`config.mk`:
```
export PLATFORM = sky130hd
export DESIGN_NAME = pico_seq
export DESIGN_NICKNAME = d
export VERILOG_FILES = /design/src/rtl/pico_seq.sv
export SDC_FILE = /design/constraint.sdc
export NUM_CORES = 1
export LEC_CHECK = 0
export BUFFER_PORTS_ARGS = -buffer_cell sky130_fd_sc_hd__clkbuf_2
export CORE_ASPECT_RATIO = 1.1
export CORE_MARGIN = 8
export CORE_UTILIZATION = 35
export CTS_CLUSTER_DIAMETER = 50
export CTS_CLUSTER_SIZE = 25
export DETAILED_ROUTE_END_ITERATION = 8
export HOLD_SLACK_MARGIN = 0.08
export PLACE_DENSITY = 0.72
export SETUP_SLACK_MARGIN = 0.15
export SYNTH_ARGS = -nofsm -noshare
export SYNTH_HDL_FRONTEND = slang
export SYNTH_SLANG_ARGS = --single-unit
export TNS_END_PERCENT = 50
```
`constraint.sdc`:
```
create_clock -name Clock -period 2.35 [get_ports Clock]
set_input_delay 0.235 -clock Clock [delete_from_list [all_inputs] [get_ports Clock]]
set_output_delay 0.235 -clock Clock [all_outputs]
set_load 0.05 [all_outputs]
```
`src/rtl/pico_seq.sv`:
```
`default_nettype none
// ============================================================================
// Module   : pico_seq
// Purpose  : picoMips program sequencer and instruction decoder. It holds the
//            PC, decodes ALU and register-file controls, and runs the
//            button wait-handshake.
// Options  : PICO_SEQ_BTN_SYNC_EN adds a 2-flop synchronizer on Btn.
// Revision : 1.0 - initial release
// ============================================================================
module pico_seq #(
    parameter int PC_W = 8,
    parameter int RA_W = 4
) (
    input  logic            Clock,
    input  logic            nReset,
    input  logic [15:0]     Instr,
    input  logic [7:0]      ACC,
    input  logic            Btn,
    output logic [PC_W-1:0] PC,
    output logic [7:0]      Imm,
    output logic [RA_W-1:0] RegAddr,
    output logic            RegWE,
    output logic            WE,
    output logic            SelImm,
    output logic            SelSW,
    output logic            SelRegData,
    output logic            UseMul,
    output logic            UseACC,
    output logic            Halted
);

    localparam logic [3:0] C_OP_NOP   = 4'h0;
    localparam logic [3:0] C_OP_LDI   = 4'h1;
    localparam logic [3:0] C_OP_LDSW  = 4'h2;
    localparam logic [3:0] C_OP_LDR   = 4'h3;
    localparam logic [3:0] C_OP_ADDI  = 4'h4;
    localparam logic [3:0] C_OP_ADDR  = 4'h5;
    localparam logic [3:0] C_OP_ADDSW = 4'h6;
    localparam logic [3:0] C_OP_MULI  = 4'h7;
    localparam logic [3:0] C_OP_MADR  = 4'h8;
    localparam logic [3:0] C_OP_STR   = 4'h9;
    localparam logic [3:0] C_OP_JMP   = 4'hA;
    localparam logic [3:0] C_OP_BNZ   = 4'hB;
    localparam logic [3:0] C_OP_WAITP = 4'hC;
    localparam logic [3:0] C_OP_BZ    = 4'hD;
    localparam logic [3:0] C_OP_BNEG  = 4'hE;
    localparam logic [3:0] C_OP_HALT  = 4'hF;

    typedef enum logic [1:0] {
        ST_RUN     = 2'd0,
        ST_WAIT_HI = 2'd1,
        ST_WAIT_LO = 2'd2,
        ST_HALT    = 2'd3
    } state_t;

    state_t            state_q, state_d;
    logic [PC_W-1:0]   pc_q, pc_d;
    logic [PC_W-1:0]   w_pc_inc;
    logic [PC_W-1:0]   w_target;
    logic [3:0]        w_opcode;
    logic              w_btn_s;

`ifdef PICO_SEQ_BTN_SYNC_EN
    logic btn_meta_q, btn_sync_q;

    always_ff @(posedge Clock) begin
        if (!nReset) begin
            btn_meta_q <= 1'b0;
            btn_sync_q <= 1'b0;
        end else begin
            btn_meta_q <= Btn;
            btn_sync_q <= btn_meta_q;
        end
    end

    assign w_btn_s = btn_sync_q;
`else
    assign w_btn_s = Btn;
`endif

    // Branch target is the 8-bit immediate resized to the PC width.
    generate
        if (PC_W > 8) begin : g_tgt_zext
            assign w_target = {{(PC_W-8){1'b0}}, Instr[7:0]};
        end else if (PC_W == 8) begin : g_tgt_same
            assign w_target = Instr[7:0];
        end else begin : g_tgt_trunc
            assign w_target = Instr[PC_W-1:0];
        end
    endgenerate

    assign w_opcode = Instr[15:12];
    assign w_pc_inc = pc_q + PC_W'(1);
    assign PC       = pc_q;
    assign Imm      = Instr[7:0];
    assign RegAddr  = Instr[RA_W+7:8];
    assign Halted   = (state_q == ST_HALT);

    always_ff @(posedge Clock) begin
        if (!nReset) begin
            state_q <= ST_RUN;
            pc_q    <= '0;
        end else begin
            state_q <= state_d;
            pc_q    <= pc_d;
        end
    end

    always_comb begin
        state_d    = state_q;
        pc_d       = pc_q;
        WE         = 1'b0;
        RegWE      = 1'b0;
        SelImm     = 1'b0;
        SelSW      = 1'b0;
        SelRegData = 1'b0;
        UseMul     = 1'b0;
        UseACC     = 1'b0;

        case (state_q)
            ST_RUN: begin
                pc_d = w_pc_inc;
                case (w_opcode)
                    C_OP_NOP:   ;
                    C_OP_LDI:   begin WE = 1'b1; SelImm = 1'b1; end
                    C_OP_LDSW:  begin WE = 1'b1; SelSW = 1'b1; end
                    C_OP_LDR:   begin WE = 1'b1; SelRegData = 1'b1; end
                    C_OP_ADDI:  begin WE = 1'b1; UseACC = 1'b1; SelImm = 1'b1; end
                    C_OP_ADDR:  begin WE = 1'b1; UseACC = 1'b1; SelRegData = 1'b1; end
                    C_OP_ADDSW: begin WE = 1'b1; UseACC = 1'b1; SelSW = 1'b1; end
                    C_OP_MULI:  begin WE = 1'b1; UseACC = 1'b1; UseMul = 1'b1; end
                    C_OP_MADR: begin
                        WE         = 1'b1;
                        UseACC     = 1'b1;
                        UseMul     = 1'b1;
                        SelRegData = 1'b1;
                    end
                    C_OP_STR:   RegWE = 1'b1;
                    C_OP_JMP:   pc_d = w_target;
                    C_OP_BNZ:   if (ACC != 8'h00) pc_d = w_target;
                    C_OP_WAITP: begin state_d = ST_WAIT_HI; pc_d = pc_q; end
                    C_OP_BZ:    if (ACC == 8'h00) pc_d = w_target;
                    C_OP_BNEG:  if (ACC[7]) pc_d = w_target;
                    C_OP_HALT:  begin state_d = ST_HALT; pc_d = pc_q; end
                    default:    ;
                endcase
            end
            ST_WAIT_HI: begin
                if (w_btn_s) state_d = ST_WAIT_LO;
            end
            ST_WAIT_LO: begin
                // Release completes the WAITP; only now does the PC move on.
                if (!w_btn_s) begin
                    state_d = ST_RUN;
                    pc_d    = w_pc_inc;
                end
            end
            ST_HALT: ;
            default: state_d = ST_RUN;
        endcase

        if (!nReset) begin
            WE    = 1'b0;
            RegWE = 1'b0;
        end
    end

endmodule
`default_nettype wire

```
==> impl_metrics.json, run 1 <==
{
  "crit_chain": "inv_1 > ha_1 > nand3_1 > o221ai_2 > or4_1 > a21o_1 > a21oi_1",
  "drc_errors": 0,
  "place_ws_ns": 0.178,
  "rows": 21,
  "rr_worst_depth": 7,
  "p_int_mw": 0.541,
  "power_frac_seq_pct": 23.5,
  "gp_congestion": 0.718,
  "cp.required_ns": 2.55,
  "power_density_mw_per_mm2": 972,
  "setup_slack_ns": 0.293,
  "grt_pass1_vias": 978,
  "wire_per_inst_um": 13.5,
  "drive_above_1_share_pct": 41.0,
  "antenna_found_initial": 0,
  "finalHoldViolCount": 0,
  "clock-sinks": 10,
  "clkTransAtPathRegs_ns": 0.06,
  "crit_path_end": "PC[7]$_SDFFE_PN0P_",
  "slew_headroom_pct": 70.3,
  "final-seq-area_um2": 200,
  "synth.area.top_cells": "dfxtp_1, buf_4, ha_1, a31oi_1, nor4_4",
  "yosysTopAreaCell": "dfxtp_1",
  "final-instance-count-excl-fill": 195,
  "cp_num_buf_inv": 1,
  "yosysTopAreaCellShare_pct": 18.8,
  "crit_path_max_fanout": 12,
  "synth_warnings": 0,
  "area_delta_synth_final_pct": 15.7,
  "async_flop_share_pct": 0,
  "routed_wl_um": 2630,
  "critPathArrivalTime_ns": 2.26,
  "post_cts_buffers": 0,
  "placed_area_mm2": 0.00120,
  "cts_tree": "yes",
  "multi_input_area_um2": 711,
  "yosysMostFrequentCell": "buf_4",
  "placedCellCount": 192,
  "setup_tns_ns": 0,
  "hold-worst-slack_ns": 0.253,
  "die_x_um": 68.6,
  "p_clk_share_pct": 9.9,
  "synth-seq-cells": 10,
  "p_switching_mw": 0.657,
  "num-fill-cells": 331,
  "avgSynthCellArea_um2": 8.13,
  "die_h_um": 73.9,
  "r2r-end": "PC[7]$_SDFFE_PN0P_",
  "fin_crit_ns": 2.06,
  "cts_hold_buf": 0,
  "cts_made_buffers": 3,
  "grt_max_degree": 15,
  "fmax_ghz": 0.486,
  "cts-htree-levels": 1,
  "fin_skew_ns": 0.00147,
  "drv_slew": 0,
  "sw_frac_of_total_pct": 54.8,
  "synthCells": 131,
  "synth_ff_type": "dfxtp_1",
  "via_per_inst": 5.26,
  "final_area_mm2": 0.00123,
  "hold_path.class": "in2reg",
  "status": "complete, no violations",
  "worstMarginPinSlew_ns": 0.446,
  "ios": 55,
  "ant_nets": 0,
  "dp_hpwl_um": 2140,
  "ys_seq_area_share_pct": 18.8,
  "cp_slowest_cell": "or4_1",
  "ir_drop_mv": 0.418,
  "syn_nets": 163,
  "crit_family": "simple AND/OR/NAND/NOR gates",
  "clock_latency_ns": 0.27,
  "fin_crit_sh_pct": 87.5,
  "grt_pass1_wl_um": 4220,
  "die_area_mm2": 0.00507,
  "synth.distinct_cells": 43,
  "critPathCaptureType": "flop",
  "io_buffers": 46,
  "nNetsFinal": 195,
  "clock-root-buffer": "clkbuf_4",
  "cpPeakStageDelay_ns": 0.54,
  "syn-cell-area_mm2": 0.00106,
  "path_class": "reg2reg",
  "p_comb_share_pct": 66.6,
  "globalRouteOverflowTotal": 0,
  "leakagePower_nw": 0.511,
  "route.vias.total": 1026,
  "core_region_area_mm2": 0.00297,
  "ctsResizeCount": 0,
  "diodes": 0,
  "r2r-start": "state_q[0]$_SDFFE_PN0P_",
  "rsz0062_at_grt": "no",
  "synth_commonest_cells": "buf_4, nand2_1, dfxtp_1, a31oi_1, a21oi_1",
  "ff2ff_setup_slack_ns": 0.29,
  "startpoint_type": "flop",
  "cp.depth": 7,
  "drt_iter0_drc": 49,
  "finalSetupViolCount": 0,
  "cp-startpoint": "state_q[0]$_SDFFE_PN0P_",
  "track_usage_pct": 10.5,
  "clk_path_buf_depth": 2,
  "synth_edf_count": 0,
  "start_util_pct": 35.9,
  "first_pass_iters": 4,
  "maxCapViolations": 0
}
## power by group through the flow
stage / Sequential, mW / Clock (mW) / Combinational (mW)
6_report: 0.282 / 0.119 / 0.797
3_3_place_gp: 0.282 / 0 / 0.779
4_1_cts: 0.281 / 0.121 / 0.788
2_1_floorplan: 0.393 / 0 / 0.571
5_1_grt: 0.289 / 0.135 / 0.871
3_5_place_dp: 0.284 / 0 / 0.787
## registers in the layout, summed over array words and instances (netlist names)
signal and cells:
PC 8, state_q 2
## worst min-delay path, delay by kind of cell
kind                   cells  cell delay [ns]
buffers and inverters      1             0.09
AO/OA/AOI/OAI              1             0.08
AND/OR/NAND/NOR            1             0.06
## placed cells by master, fill, tap and decap left out, drive strengths merged, types with 3 or more instances in the layout
master,synthesis,final
a211oi,3,3
a21o,3,3
a21oi,8,8
a31oi,9,9
and2,6,6
clkbuf,2,49
dfxtp,10,10
ha,5,5
inv,4,4
nand2,11,11
nand2b,3,3
nand3,6,6
nor2,5,5
nor3,4,4
o21ai,4,4
or2,3,3
or3,3,3
or4,3,3
## through the flow
| stage | utilization [%] | power [mW] |
|---|---|---|
| CTS | 41.2 | 1.19 |
| global route | 41.5 | 1.30 |
| floorplan | - | 0.964 |
| global placement | 40.4 | 1.06 |
| detailed placement | 40.4 | 1.07 |
| finish | 41.5 | 1.20 |
## worst min path at each step
stage	cells past startpoint	start	endpoint	slack (ns)
6_report	3	Instr[0]	PC[0]$_SDFFE_PN0P_	0.25
3_5_place_dp	0	Instr[8]	RegAddr[0]	0.47
3_3_place_gp	0	Instr[8]	RegAddr[0]	0.47
5_1_grt	3	Instr[0]	PC[0]$_SDFFE_PN0P_	0.28
4_1_cts	3	nReset	PC[1]$_SDFFE_PN0P_	0.26
2_1_floorplan	2	nReset	PC[1]$_SDFFE_PN0P_	0.37
## routing by layer
| metal | global-route usage, % | up-vias | wire length [um] |
|---|---|---|---|
| li1 | - | 531 | - |
| met3 | 3.20 | 2 | 254 |
| met5 | 0 | - | 0 |
| met2 | 15.6 | 42 | 1100 |
| met4 | 2.73 | 0 | 22 |
| met1 | 14.1 | 451 | 1250 |
## kinds of logic (layout without fill, tap and decap cells)
group	count (synthesis)	in the layout	synth area share [%]
muxes	2	2	1.88
AOI/OAI and AO/OA	34	34	23.7
xor gates and xnor gates	2	2	2.35
DFF	10	10	18.8
and+or+nand+nor	54	54	31.7
buffers and inverters	24	54	15.6
adders and majority gates	5	5	5.88
## layout make-up
class	count	area share, %
multi-input combinational	97	57.7
timing repair buffer	47	19.6
sequential	10	16.2
tap	34	3.45
clock buffer	3	1.83
inverter	4	1.22
No activity file was read; power rests on OpenSTA's default activity.
==> run 2, diff against run 1 <==
- BUFFER_PORTS_ARGS: -buffer_cell sky130_fd_sc_hd__clkbuf_2 -> -buffer_cell sky130_fd_sc_hd__buf_2
==> impl_metrics.json, run 2 (synthesis gave the netlist of run 1 again) <==
{
  "ir_drop_mv": 0.472,
  "start_util_pct": 35.9,
  "cts-htree-levels": 1,
  "leakagePower_nw": 0.522,
  "grt_pass1_wl_um": 4240,
  "wire_per_inst_um": 13.0,
  "ff2ff_setup_slack_ns": 0.27,
  "die_area_mm2": 0.00507,
  "rows": 21,
  "drc_errors": 0,
  "path_class": "reg2reg",
  "dp_hpwl_um": 2050,
  "slew_headroom_pct": 72.5,
  "finalSetupViolCount": 0,
  "worstHoldStart": "Instr[0]",
  "finalHoldViolCount": 0,
  "cp_slowest_cell": "dfxtp_1",
  "drt_iter0_drc": 63,
  "num-fill-cells": 312,
  "fmax_ghz": 0.481,
  "startpoint_type": "flop",
  "via_per_inst": 5.40,
  "crit_family": "compound AO/OA/AOI/OAI gates",
  "clock-sinks": 10,
  "cp-startpoint": "state_q[0]$_SDFFE_PN0P_",
  "globalRouteOverflowTotal": 0,
  "nNetsFinal": 196,
  "fin_crit_ns": 2.08,
  "drv_slew": 0,
  "place_ws_ns": 0.204,
  "ios": 55,
  "maxCapViolations": 0,
  "first_pass_iters": 4,
  "area_delta_synth_final_pct": 16.5,
  "crit_path_max_fanout": 4,
  "gp_congestion": 0.720,
  "clkTransAtPathRegs_ns": 0.07,
  "rsz0062_at_grt": "no",
  "diodes": 0,
  "clock-root-buffer": "clkbuf_4",
  "drive_above_1_share_pct": 41.4,
  "hold_path.class": "in2reg",
  "ant_nets": 0,
  "grt_max_degree": 15,
  "fin_skew_ns": 0.00315,
  "power_density_mw_per_mm2": 965,
  "core_region_area_mm2": 0.00297,
  "worstMarginPinSlew_ns": 0.413,
  "clock_latency_ns": 0.26,
  "final_util_pct": 41.8,
  "fin_crit_sh_pct": 88.4,
  "grt_pass1_vias": 1026,
  "final_cell_mix": "buf_2, nand2_1, dfxtp_1, a31oi_1, a21oi_1",
  "critPathArrivalTime_ns": 2.24,
  "layout_commonest_cell": "buf_2",
  "hold_path_end": "PC[0]$_SDFFE_PN0P_",
  "clk_path_buf_depth": 2,
  "setup_slack_ns": 0.272,
  "rr_worst_depth": 8,
  "cpPeakStageDelay_ns": 0.38,
  "setup_tns_ns": 0,
  "die_h_um": 73.9,
  "cts_hold_buf": 0,
  "r2r-start": "state_q[0]$_SDFFE_PN0P_",
  "crit_chain": "inv_1 > ha_1 > nand2b_1 > a311o_1 > a311oi_4 > buf_4 > o21ai_0 > a31o_1",
  "cts_tree": "yes",
  "cp_num_buf_inv": 2,
  "largest_reg_flops": 8,
  "r2r-end": "PC[2]$_SDFFE_PN0P_",
  "track_usage_pct": 10.4,
  "die_x_um": 68.6,
  "cts_made_buffers": 3,
  "routed_wl_um": 2550,
  "status": "complete, no violations",
  "holdPathStages": 3,
  "cp.required_ns": 2.51,
  "critPathCaptureType": "flop",
  "antenna_found_initial": 0,
  "io_buffers": 46,
  "route.vias.total": 1058
}
[run 2: changes by cell type in the layout (fill, tap and decap cells not counted), sizes merged]
cell and change:
buf +47, clkbuf -46
[run 2: metal layers]
metal | global-route usage (%) | share of wire [%] | up-vias
li1 | - | - | 533
met1 | 12.9 | 44 | 468
met2 | 16.2 | 43 | 53
met3 | 2.90 | 12 | 4
met4 | 4.10 | 0.90 | 0
met5 | 0 | 0 | -
[run 2: report_power, final]
part | internal, mW | leakage [nW] | switching [mW]
Sequential | 0.223 | 0.0820 | 0.0552
Combinational | 0.266 | 0.426 | 0.535
Clock | 0.0592 | 0.0138 | 0.0590
[run 2: metrics by stage]
| step | power (mW) | hold WS, ns | std cells | area [um2] |
|---|---|---|---|---|
| floorplan | 0.964 | 0.373 | 131 | 1070 |
| global placement | 1.06 | 0.470 | 192 | 1200 |
| detailed placement | 1.07 | 0.470 | 192 | 1200 |
| CTS | 1.19 | 0.250 | 195 | 1220 |
| global route | 1.30 | 0.281 | 196 | 1240 |
| finish | 1.20 | 0.254 | 196 | 1240 |
[run 2: what timing repair did]
action,in CTS,in global routing
resized for setup,0,2
setup buffers,0,1
endpoints found under the setup margin,0,3
[run 2: worst max-delay path by stage]
stage / end / slack, ns / depth (start not counted)
2_1_floorplan: RegWE / 0.17 / 5
6_report: PC[2]$_SDFFE_PN0P_ / 0.27 / 8
3_3_place_gp: PC[7]$_SDFFE_PN0P_ / 0.26 / 7
3_5_place_dp: PC[7]$_SDFFE_PN0P_ / 0.20 / 7
4_1_cts: PC[7]$_SDFFE_PN0P_ / 0.17 / 7
5_1_grt: PC[1]$_SDFFE_PN0P_ / 0.16 / 8
[run 2: cell type report]
class	count	area [um2]	share of cell area (%)
tap	34	42.5	3.43
sequential	10	200	16.1
multi-input combinational	97	711	57.3
inverter	4	15.0	1.21
timing repair buffer	48	249	20.1
clock buffer	3	22.5	1.82
[run 2: tightest hold or removal path: stages]
cell	delay [ns]
buf_2	0.11
nand3_1	0.06
a31oi_1	0.07
